$ cat src/rtl/pipeline_jump_sequencer.sv
// Redirect/drain sequencer that grants PC write and stall release to pipeline_control around taken jumps.
// Optional statistics counters are enabled by defining JUMP_SEQ_STATS_EN.
module pipeline_jump_sequencer #(
    parameter int FLUSH_CYCLES = 2
) (
    input  logic        clock,
    input  logic        reset_n,
    input  logic        jump_start,
    input  logic        hold,
    input  logic        abort,
    output logic [1:0]  branch_status,
    output logic        fetch_flush,
    output logic        busy
`ifdef JUMP_SEQ_STATS_EN
    ,
    output logic [31:0] jump_count,
    output logic [31:0] flush_cycles
`endif
);

    typedef enum logic [1:0] {
        IDLE     = 2'b00,
        REDIRECT = 2'b01,
        DRAIN    = 2'b10
    } state_t;

    localparam logic [3:0] DRAIN_LOAD = (FLUSH_CYCLES == 0) ? 4'd0 : 4'(FLUSH_CYCLES - 1);

    state_t     state;
    logic [3:0] drain_count;

    // Outputs are loaded together with the state they decode, so they never see jump_start directly.
    always_ff @(posedge clock) begin
        if (!reset_n) begin
            state         <= IDLE;
            drain_count   <= 4'd0;
            branch_status <= 2'b00;
            fetch_flush   <= 1'b0;
            busy          <= 1'b0;
        end else if (abort) begin
            state         <= IDLE;
            drain_count   <= 4'd0;
            branch_status <= 2'b00;
            fetch_flush   <= 1'b0;
            busy          <= 1'b0;
        end else if (hold) begin
            if (state != IDLE && state != REDIRECT && state != DRAIN) begin
                state         <= IDLE;
                drain_count   <= 4'd0;
                branch_status <= 2'b00;
                fetch_flush   <= 1'b0;
                busy          <= 1'b0;
            end
        end else begin
            case (state)
                IDLE: begin
                    if (jump_start) begin
                        state         <= REDIRECT;
                        branch_status <= 2'b01;
                        fetch_flush   <= 1'b1;
                        busy          <= 1'b1;
                    end
                end
                REDIRECT: begin
                    if (FLUSH_CYCLES == 0) begin
                        state         <= IDLE;
                        drain_count   <= 4'd0;
                        branch_status <= 2'b00;
                        fetch_flush   <= 1'b0;
                        busy          <= 1'b0;
                    end else begin
                        state         <= DRAIN;
                        drain_count   <= DRAIN_LOAD;
                        branch_status <= 2'b10;
                        fetch_flush   <= 1'b1;
                        busy          <= 1'b1;
                    end
                end
                DRAIN: begin
                    if (drain_count == 4'd0) begin
                        state         <= IDLE;
                        branch_status <= 2'b00;
                        fetch_flush   <= 1'b0;
                        busy          <= 1'b0;
                    end else begin
                        drain_count   <= drain_count - 4'd1;
                    end
                end
                default: begin
                    state         <= IDLE;
                    drain_count   <= 4'd0;
                    branch_status <= 2'b00;
                    fetch_flush   <= 1'b0;
                    busy          <= 1'b0;
                end
            endcase
        end
    end

`ifdef JUMP_SEQ_STATS_EN
    // Statistics survive abort; only reset clears them, and both wrap naturally.
    always_ff @(posedge clock) begin
        if (!reset_n) begin
            jump_count   <= 32'd0;
            flush_cycles <= 32'd0;
        end else begin
            if (!abort && !hold && state == IDLE && jump_start)
                jump_count <= jump_count + 32'd1;
            if (busy && !hold)
                flush_cycles <= flush_cycles + 32'd1;
        end
    end
`else
    // Statistics counters are not built in this configuration.
`endif

endmodule
$ cat config.mk
export PLATFORM = sky130hd
export DESIGN_NAME = pipeline_jump_sequencer
export DESIGN_NICKNAME = d
export VERILOG_FILES = /design/src/rtl/pipeline_jump_sequencer.sv
export SDC_FILE = /design/constraint.sdc
export NUM_CORES = 1
export LEC_CHECK = 0
export CELL_PAD_IN_SITES_DETAIL_PLACEMENT = 1
export CELL_PAD_IN_SITES_GLOBAL_PLACEMENT = 1
export CORE_AREA = 2 2 39 41
export CTS_BUF_LIST = sky130_fd_sc_hd__clkbuf_4 sky130_fd_sc_hd__clkbuf_8
export DETAILED_ROUTE_END_ITERATION = 7
export DIE_AREA = 0 0 41 43
export HOLD_SLACK_MARGIN = 0.08
export PLACE_DENSITY_LB_ADDON = 0.1
export SYNTH_ARGS = -nofsm -noshare
export SYNTH_HDL_FRONTEND = slang
export SYNTH_SLANG_ARGS = --single-unit
$ cat constraint.sdc
create_clock -name clock -period 3.1 [get_ports clock]
set_input_delay 0.31 -clock clock [delete_from_list [all_inputs] [get_ports clock]]
set_output_delay 0.31 -clock clock [all_outputs]
set_load 0.01 [all_outputs]
# Word level (Yosys, flattened, before mapping)

Index checks and enable logic that the tools add are counted.

Add/sub/neg operators: 1
Eq/ne operators: 9
Mux-type cells: 14
Bitwise operators: 1
Reductions and logical operators: 8

Operators by type and width:

| kind                  | number |
|---|---|
| $mux W4               | 3 |
| $pmux W4 S3           | 1 |
| $ne A3 B3 Y1 const B  | 3 |
| $mux W2               | 4 |
| $pmux W2 S3           | 1 |
| $reduce_and A3 Y1     | 2 |
| $logic_not A4 Y1      | 1 |
| $mux W1               | 4 |
| $ne A2 B1 Y1 const B  | 2 |
| $ne A2 B2 Y1 const B  | 2 |
| $sub A4 B1 Y4 const B | 1 |
| $pmux W1 S3           | 1 |
| $eq A2 B1 Y1 const B  | 1 |
| $eq A2 B2 Y1 const B  | 1 |
| $logic_and A1 B1 Y1   | 2 |
| $logic_not A2 Y1      | 1 |
| $reduce_bool A2 Y1    | 1 |
| $reduce_or A2 Y1      | 1 |
| $not A1 Y1            | 1 |

Register bits after elaboration: 7
Bits of input ports: 5
Output and inout port bits: 4
Logic and storage cells: 36

# Depth between registers and ports, before layout

Gate-level depths: netlist of run 1.

Word-level depth: 5
Depth in mapped cells: 6
Depth with buffers taken out: 6

# Worst setup path before layout of run 1

Ideal clock, no wire load.

Path type: reg2reg
Start: reg state[0]
End: reg drain_count[2]
Setup time: 0.058 ns
Arrival time: 1.597 ns
Required time: 3.042 ns
Slack: 1.446 ns
Stages on the path, launching flop included: 6
Buffers on the path: 0
Clock period less this slack: 1.654 ns
Path through: dfxtp_1 inv_1 ha_1 or4b_2 a21oi_1 a31o_2

Cells in the longest elaborated chain, start to end: 5
Elaborated cells between the ends (all ways): 14
Those cells by class: eq/ne (7); mux (2); reduce/logical (5)

Ends and longest elaborated chain:

| what                                               | line | source |
|---|---|---|
| from (decl)                                        | 29   | `state_t state;` |
| from (signal assigned)                             | 35   | `state <= IDLE;` |
| from (signal assigned)                             | 41   | `state <= IDLE;` |
| from (signal assigned)                             | 48   | `state <= IDLE;` |
| $ne A2 B1 Y1 or $reduce_bool A2 Y1 (tied branches) | 47   | `if (state != IDLE && state != REDIRECT && state != DRAIN) begin` |
| $logic_and A1 B1 Y1 (2 in series)                  | 47   |  |
| $ne A2 B1 Y1 (no line)                             | -    |  |
| $reduce_and A3 Y1 (no line)                        | -    |  |
| to (signal assigned)                               | 86   | `drain_count <= drain_count - 4'd1;` |
| to (decl)                                          | 30   | `logic [3:0] drain_count;` |

Several ways; a longest one is shown, not always the timed one.
A chain may end at the register's enable or synchronous reset.

# Worst setup path after layout of run 1

Start: reg drain_count[0]
End: reg drain_count[2]

Cells in the longest elaborated chain, start to end: 4
Elaborated cells between the ends (all ways): 7
Those cells by class: add/sub (1); eq/ne (1); mux (3); reduce/logical (2)

Ends and longest elaborated chain:

| what          | line | source |
|---|---|---|
| $sub A4 B1 Y4 | 86   |  |
| $mux W4       | 80   | `if (drain_count == 4'd0) begin` |
| $pmux W4 S3   | 55   | `case (state)` |
| $mux W4       | 46   | `end else if (hold) begin` |

Several ways; a longest one is shown, not always the timed one. The select of a mux whose other input is x is not followed.

==> flow_metrics.env, run 1 <==
export IMPL_outcome="completed"
export IMPL_p_clk_frac=0.458
export IMPL_synth_nets=67
export IMPL_fin_crit_sh=0.583
export IMPL_max_freq_ghz=0.553
export IMPL_diodes=0
export IMPL_gp_congestion=0.721
export IMPL_yosysTopAreaCellShare=0.292
export IMPL_die_height_um=43
export IMPL_maxCapViolations=0
export IMPL_cts_buffer_depth=2
export IMPL_switchingPower_w=0.0000503
export IMPL_fin_skew_ps=1.45
export IMPL_worst_r2r_cell_count=6
export IMPL_yosysTopAreaCell="dfxtp_1"
export IMPL_critPathCapture="drain_count[2]"
export IMPL_grt_pass1_vias=434
export IMPL_place_ws_ps=1310
export IMPL_hold_class="flop to flop"
export IMPL_critPathKind="flop to flop"
export IMPL_first_iter_violations=7
export IMPL_nets=79
export IMPL_via_per_inst=5.29
export IMPL_syn_area_per_cell_um2=8.74
export IMPL_synth_warnings=0
export IMPL_p_sw_frac=0.238
export IMPL_seq_power_share=0.436
export IMPL_rows=14
export IMPL_rsz0062_at_grt="no"
export IMPL_clk_latency_ps=260
export IMPL_relSlewSlack=0.746
export IMPL_die_w_um=41
export IMPL_yosysUniqueCellTypes=24
export IMPL_antenna_found_initial=0
export IMPL_drc=0
export IMPL_cts_htree_levels=1
export IMPL_p_int_w=0.000161
export IMPL_maxSlewViolCount=0
export IMPL_portBuffers=8
export IMPL_synth_seq_cells=7
export IMPL_start_util=0.347
export IMPL_hold_viol_final=0
export IMPL_timing_final_ws_setup_ps=1290
export IMPL_crit_arrival_ps=2010
export IMPL_synthCells=55
export IMPL_dieArea_mm2=0.00176
export IMPL_cts_tree="built"
export IMPL_drive_above_1_share=0.121
export IMPL_critPathMaxFanout=3
export IMPL_synth_area_top_cells="dfxtp_1 29%, ha_1 18%, a21oi_1 7.3%, nand3_1 5.2%, nor2b_1 3.9%"
export IMPL_boundaryPins=9
export IMPL_grt_start_max_net_pins=7
export IMPL_p_leak_nw=0.224
export IMPL_cp_startpoint="drain_count[0]"
export IMPL_fin_crit_ps=1810
export IMPL_power_density_mw_per_mm2=351
export IMPL_power_frac_comb=0.106
export IMPL_clkTransAtPathRegs_ps=60
export IMPL_setup_viol=0
export IMPL_syn_cell_area_um2=480
export IMPL_setup_worst_path_start_class="flop"
export IMPL_core_area_mm2=0.00138
export IMPL_track_usage=0.166
export IMPL_vias=434
export IMPL_syn_to_final_growth_pct=25.5
export IMPL_cts_buffers=3
export IMPL_postCtsSetupBuffers=0
export IMPL_cts_sinks=7
export IMPL_grt_overflow_total=0
export IMPL_vdd_drop_max_uv=157
export IMPL_wl_per_cell_um=14.2
export IMPL_endpoint_kind="flop"
export IMPL_grt_pass1_wl_um=1930
export IMPL_dr_pass1_iters=4
export IMPL_dp_hpwl_um=936
export IMPL_r2r_end="drain_count[2]"
export IMPL_fillers=174
export IMPL_ant_nets=0
export IMPL_regToRegSetupSlack_ps=1290
export IMPL_ys_seq_area_frac=0.292
export IMPL_root_buffer="clkbuf_4"
export IMPL_post_cts_resized=0
export IMPL_rr_startpoint="drain_count[0]"
export IMPL_worstPathRequired_ps=3310
export IMPL_ctsHoldBuffers=0
export IMPL_worstMarginPinSlew_ps=379
export IMPL_setup_tns_ps=0
export IMPL_wl_um=1170
==> flip-flops by register name, indices dropped and copies added, names as in the netlist <==
signal and count:
state 2, busy 1, drain_count 4
==> metrics by stage <==
| stage | util | hold WS (ps) | total power [W] | std cells | instance area (um2) |
|---|---|---|---|---|---|
| final | 0.436 | 498 | 0.000211 | 82 | 603 |
| after CTS | 0.436 | 505 | 0.000216 | 82 | 603 |
| after floorplan | - | 473 | 0.000105 | 55 | 480 |
| after detailed placement | 0.414 | 499 | 0.000117 | 78 | 573 |
| after global routing | 0.436 | 532 | 0.000226 | 82 | 603 |
| after global placement | 0.414 | 486 | 0.000117 | 78 | 573 |
==> layout make-up <==
type	instances	area (um2)	area share
timing repair buffer	8	80.1	0.133
inverter	4	15.0	0.0249
tap	16	20.0	0.0332
clock buffer	4	30.0	0.0498
sequential	7	140	0.232
multi-input combinational	43	318	0.527
==> power groups by stage <==
stage / clock network (W) / registers (W) / logic [W]
2_1_floorplan: 0 / 0.0000945 / 0.0000108
3_3_place_gp: 0 / 0.0000941 / 0.0000226
3_5_place_dp: 0 / 0.0000943 / 0.0000225
4_1_cts: 0.000101 / 0.0000922 / 0.0000227
5_1_grt: 0.000109 / 0.0000922 / 0.0000245
6_report: 0.0000968 / 0.0000922 / 0.0000224
==> cell families after synthesis <==
family | synth area share
adders and majority gates | 0.182
AOI/OAI and AO/OA | 0.211
buffers and inverters | 0.0469
and+or+nand+nor | 0.268
DFF | 0.292
==> placed cells by master (no fill, tap or decap) <==
master / netlist / final
or3b_1: 1 / 1
a211oi_2: 1 / 1
or4_1: 1 / 1
a21o_1: 1 / 1
a21oi_1: 7 / 7
or2b_1: 1 / 1
o31ai_1: 1 / 1
nand2b_1: 1 / 1
ha_1: 7 / 7
dfxtp_1: 7 / 7
nand2_1: 4 / 4
nor2b_1: 3 / 3
clkdlybuf4s50_1: 0 / 8
or4b_2: 1 / 1
nor3b_1: 1 / 1
o21ai_0: 1 / 1
nand3b_1: 1 / 1
or3_1: 1 / 1
nand3_1: 5 / 5
a31o_2: 2 / 2
a211oi_1: 1 / 1
inv_1: 4 / 4
clkbuf_4: 0 / 4
a211o_1: 1 / 1
nand4b_1: 1 / 1
==> critical path, stage by stage (launching register included) <==
cell and delay (ps):
dfxtp_1 350, inv_1 90, ha_1 240, nor3b_1 160, or4b_2 610, a21oi_1 180
a31o_2 130
==> how the worst min path moves through the flow <==
stage | end | depth (start not counted) | from
floorplan | drain_count[0] | 2 | drain_count[0]
global placement | busy | 2 | busy
detailed placement | busy | 2 | busy
CTS | busy | 2 | busy
global route | drain_count[0] | 2 | drain_count[0]
finish | busy | 2 | busy
==> Yosys cell counts, drive strengths merged <==
| master | n |
|---|---|
| nor3b | 1 |
| a21oi | 7 |
| a21o | 1 |
| a31o | 2 |
| or3 | 1 |
| nand4b | 1 |
| dfxtp | 7 |
| nand3b | 1 |
| inv | 4 |
| or2b | 1 |
| or4b | 1 |
| or4 | 1 |
| nand3 | 5 |
| ha | 7 |
| nand2 | 4 |
| o21ai | 1 |
| nand2b | 1 |
| a211oi | 2 |
| a211o | 1 |
| o31ai | 1 |
| nor2b | 3 |
| or3b | 1 |
| buf | 1 |
==> routing by layer <==
metal,track usage,part of all wire,vias to the layer above
met2,0.234,0.47,9
met5,0,0,-
li1,-,-,221
met3,0.0314,0.024,2
met1,0.223,0.49,202
met4,0.100,0.012,0
Note: power is estimated with default switching activity, not from simulation.
==> run 2: changes to the inputs <==
- CORE_AREA: 2 2 39 41 -> unset
- CORE_UTILIZATION: unset -> 35
- DIE_AREA: 0 0 41 43 -> unset
- clock period: 3.1 -> 1.6 ns (I/O delays scaled with it)
==> flow_metrics.env, run 2 (same netlist as run 1, synthesis figures left out) <==
export IMPL_vias=481
export IMPL_critPathCapture="state[1]"
export IMPL_drc=0
export IMPL_top_register="drain_count"
export IMPL_antenna_found_initial=0
export IMPL_fin_crit_ps=1580
export IMPL_relSlewSlack=0.834
export IMPL_r2r_end="state[1]"
export IMPL_hold_viol_final=0
export IMPL_regToRegSetupSlack_ps=20
export IMPL_place_ws_ps=-37.1
export IMPL_worstPathRequired_ps=1740
export IMPL_crit_arrival_ps=1720
export IMPL_maxSlewViolCount=0
export IMPL_diodes=0
export IMPL_dieArea_mm2=0.00152
export IMPL_timing_final_ws_setup_ps=23.6
export IMPL_p_int_w=0.000320
export IMPL_fin_crit_sh=0.985
export IMPL_wl_um=1400
export IMPL_grt_pass1_wl_um=2040
export IMPL_grt_overflow_total=0
export IMPL_critPathKind="flop to flop"
export IMPL_cts_buffer_depth=2
export IMPL_setup_viol=0
export IMPL_switchingPower_w=0.000101
export IMPL_ctsHoldBuffers=0
export IMPL_setup_worst_path_start_class="flop"
export IMPL_max_freq_ghz=0.634
export IMPL_maxCapViolations=0
export IMPL_start_util=0.405
export IMPL_worst_path_max_delay_cell="or3b_4"
export IMPL_worst_r2r_cell_count=6
export IMPL_die_height_um=39.1
export IMPL_rr_startpoint="drain_count[1]"
export IMPL_p_sw_frac=0.240
export IMPL_boundaryPins=9
export IMPL_hold_worst_slack_ps=511
export IMPL_ant_nets=0
export IMPL_endpoint_kind="flop"
export IMPL_cts_tree="built"
export IMPL_grt_start_max_net_pins=7
export IMPL_cp_cell_sequence="inv_2, ha_4, or3b_4, a211o_1, nand3_1, a21oi_1"
export IMPL_seq_power_share=0.422
export IMPL_wl_per_cell_um=15.3
export IMPL_via_per_inst=5.29
export IMPL_final_util=0.615
export IMPL_mostFrequentLayoutCells="11 x buf_4, 8 x clkdlybuf4s50_1, 6 x ha_1, 5 x a21oi_1"
export IMPL_cts_htree_levels=1
export IMPL_root_buffer="clkbuf_4"
export IMPL_worstMarginPinSlew_ps=248
export IMPL_die_w_um=39.1
export IMPL_syn_to_final_growth_pct=51.8
export IMPL_cts_sinks=7
export IMPL_cpPeakStageDelay_ps=380
export IMPL_first_iter_violations=4
export IMPL_nets=90
export IMPL_outcome="completed"
export IMPL_power_w=0.000421
export IMPL_dr_pass1_iters=4
export IMPL_p_clk_frac=0.442
export IMPL_rsz0062_at_grt="yes"
export IMPL_hold_class="flop to flop"
export IMPL_core_area_mm2=0.00119
export IMPL_vdd_drop_max_uv=349
export IMPL_dp_hpwl_um=973
export IMPL_p_leak_nw=0.288
export IMPL_layout_commonest_cell="buf_4"
export IMPL_critPathMaxFanout=3
export IMPL_cp_startpoint="drain_count[1]"
export IMPL_fin_skew_ps=5.95
export IMPL_reg_top3="drain_count x4, state x2, busy x1"
export IMPL_portBuffers=8
export IMPL_clk_latency_ps=260
export IMPL_gp_congestion=0.834
export IMPL_rows=12
export IMPL_track_usage=0.205
export IMPL_drive_above_1_share=0.416
export IMPL_power_frac_comb=0.136
export IMPL_cts_buffers=3
export IMPL_clkTransAtPathRegs_ps=60
export IMPL_power_density_mw_per_mm2=578
export IMPL_grt_pass1_vias=434
export IMPL_largest_reg_flops=4
[run 2: cell count changes in the layout (fill, tap and decap cells not counted), moves of 2 or more]
| cell | previous run | this run |
|---|---|---|
| a21oi_1 | 7 | 5 |
| a21oi_2 | 0 | 2 |
| buf_4 | 0 | 11 |
| dfxtp_1 | 7 | 3 |
| dfxtp_2 | 0 | 4 |
| inv_1 | 4 | 2 |
| inv_2 | 0 | 2 |
[run 2: power groups by stage]
| stage | clock, W | combinational, W | sequential [W] |
|---|---|---|---|
| after floorplan | 0 | 0.0000209 | 0.000183 |
| after CTS | 0.000191 | 0.0000547 | 0.000178 |
| after global placement | 0 | 0.0000512 | 0.000181 |
| after detailed placement | 0 | 0.0000522 | 0.000182 |
| after global routing | 0.000201 | 0.0000621 | 0.000178 |
| final | 0.000186 | 0.0000574 | 0.000178 |
[run 2: worst min-delay path by stage]
stage,start,to,slack [ps],cells after the start
5_1_grt,busy,busy,530,2
3_5_place_dp,busy,busy,500,2
2_1_floorplan,hold,state[0],330,3
3_3_place_gp,busy,busy,470,2
4_1_cts,busy,busy,510,2
6_report,busy,busy,510,2
[run 2: per-stage QoR]
| stage | area [um2] | std cells | TNS (ps) |
|---|---|---|---|
| after floorplan | 483 | 55 | 0 |
| after global placement | 648 | 86 | -2.38 |
| after detailed placement | 648 | 86 | -80.9 |
| after CTS | 701 | 91 | 0 |
| after global routing | 729 | 91 | -20.8 |
| final | 729 | 91 | 0 |
[run 2: final cells by class]
| class | instances | area, um2 |
|---|---|---|
| Timing Repair Buffer | 19 | 163 |
| Tap cell | 14 | 17.5 |
| Fill cell | 143 | 457 |
| Inverter | 4 | 15.0 |
| Clock buffer | 4 | 30.0 |
| Sequential cell | 7 | 145 |
| Multi-Input combinational cell | 43 | 359 |
[run 2: per-layer routing]
| layer | vias up | part of all wire | track usage | wire length (um) |
|---|---|---|---|---|
| met2 | 11 | 0.45 | 0.279 | 621 |
| met5 | - | 0 | 0 | 0 |
| met3 | 2 | 0.024 | 0.0173 | 34 |
| met1 | 224 | 0.52 | 0.301 | 731 |
| li1 | 244 | - | - | - |
| met4 | 0 | 0.0057 | 0.129 | 8 |
[run 2: what timing repair did]
item,4_1_cts,5_1_grt
resized for setup,6,7
buffers inserted,1,0
setup endpoints to repair,4,7
pin swaps,3,5
[run 2: worst max-delay path, delay by kind of cell (launching register included)]
family	cells	cell delay (ps)
and+or+nand+nor	2	490
AOI/OAI and AO/OA	2	430
DFF	1	320
adders and majority gates	1	140
buffers and inverters	1	80
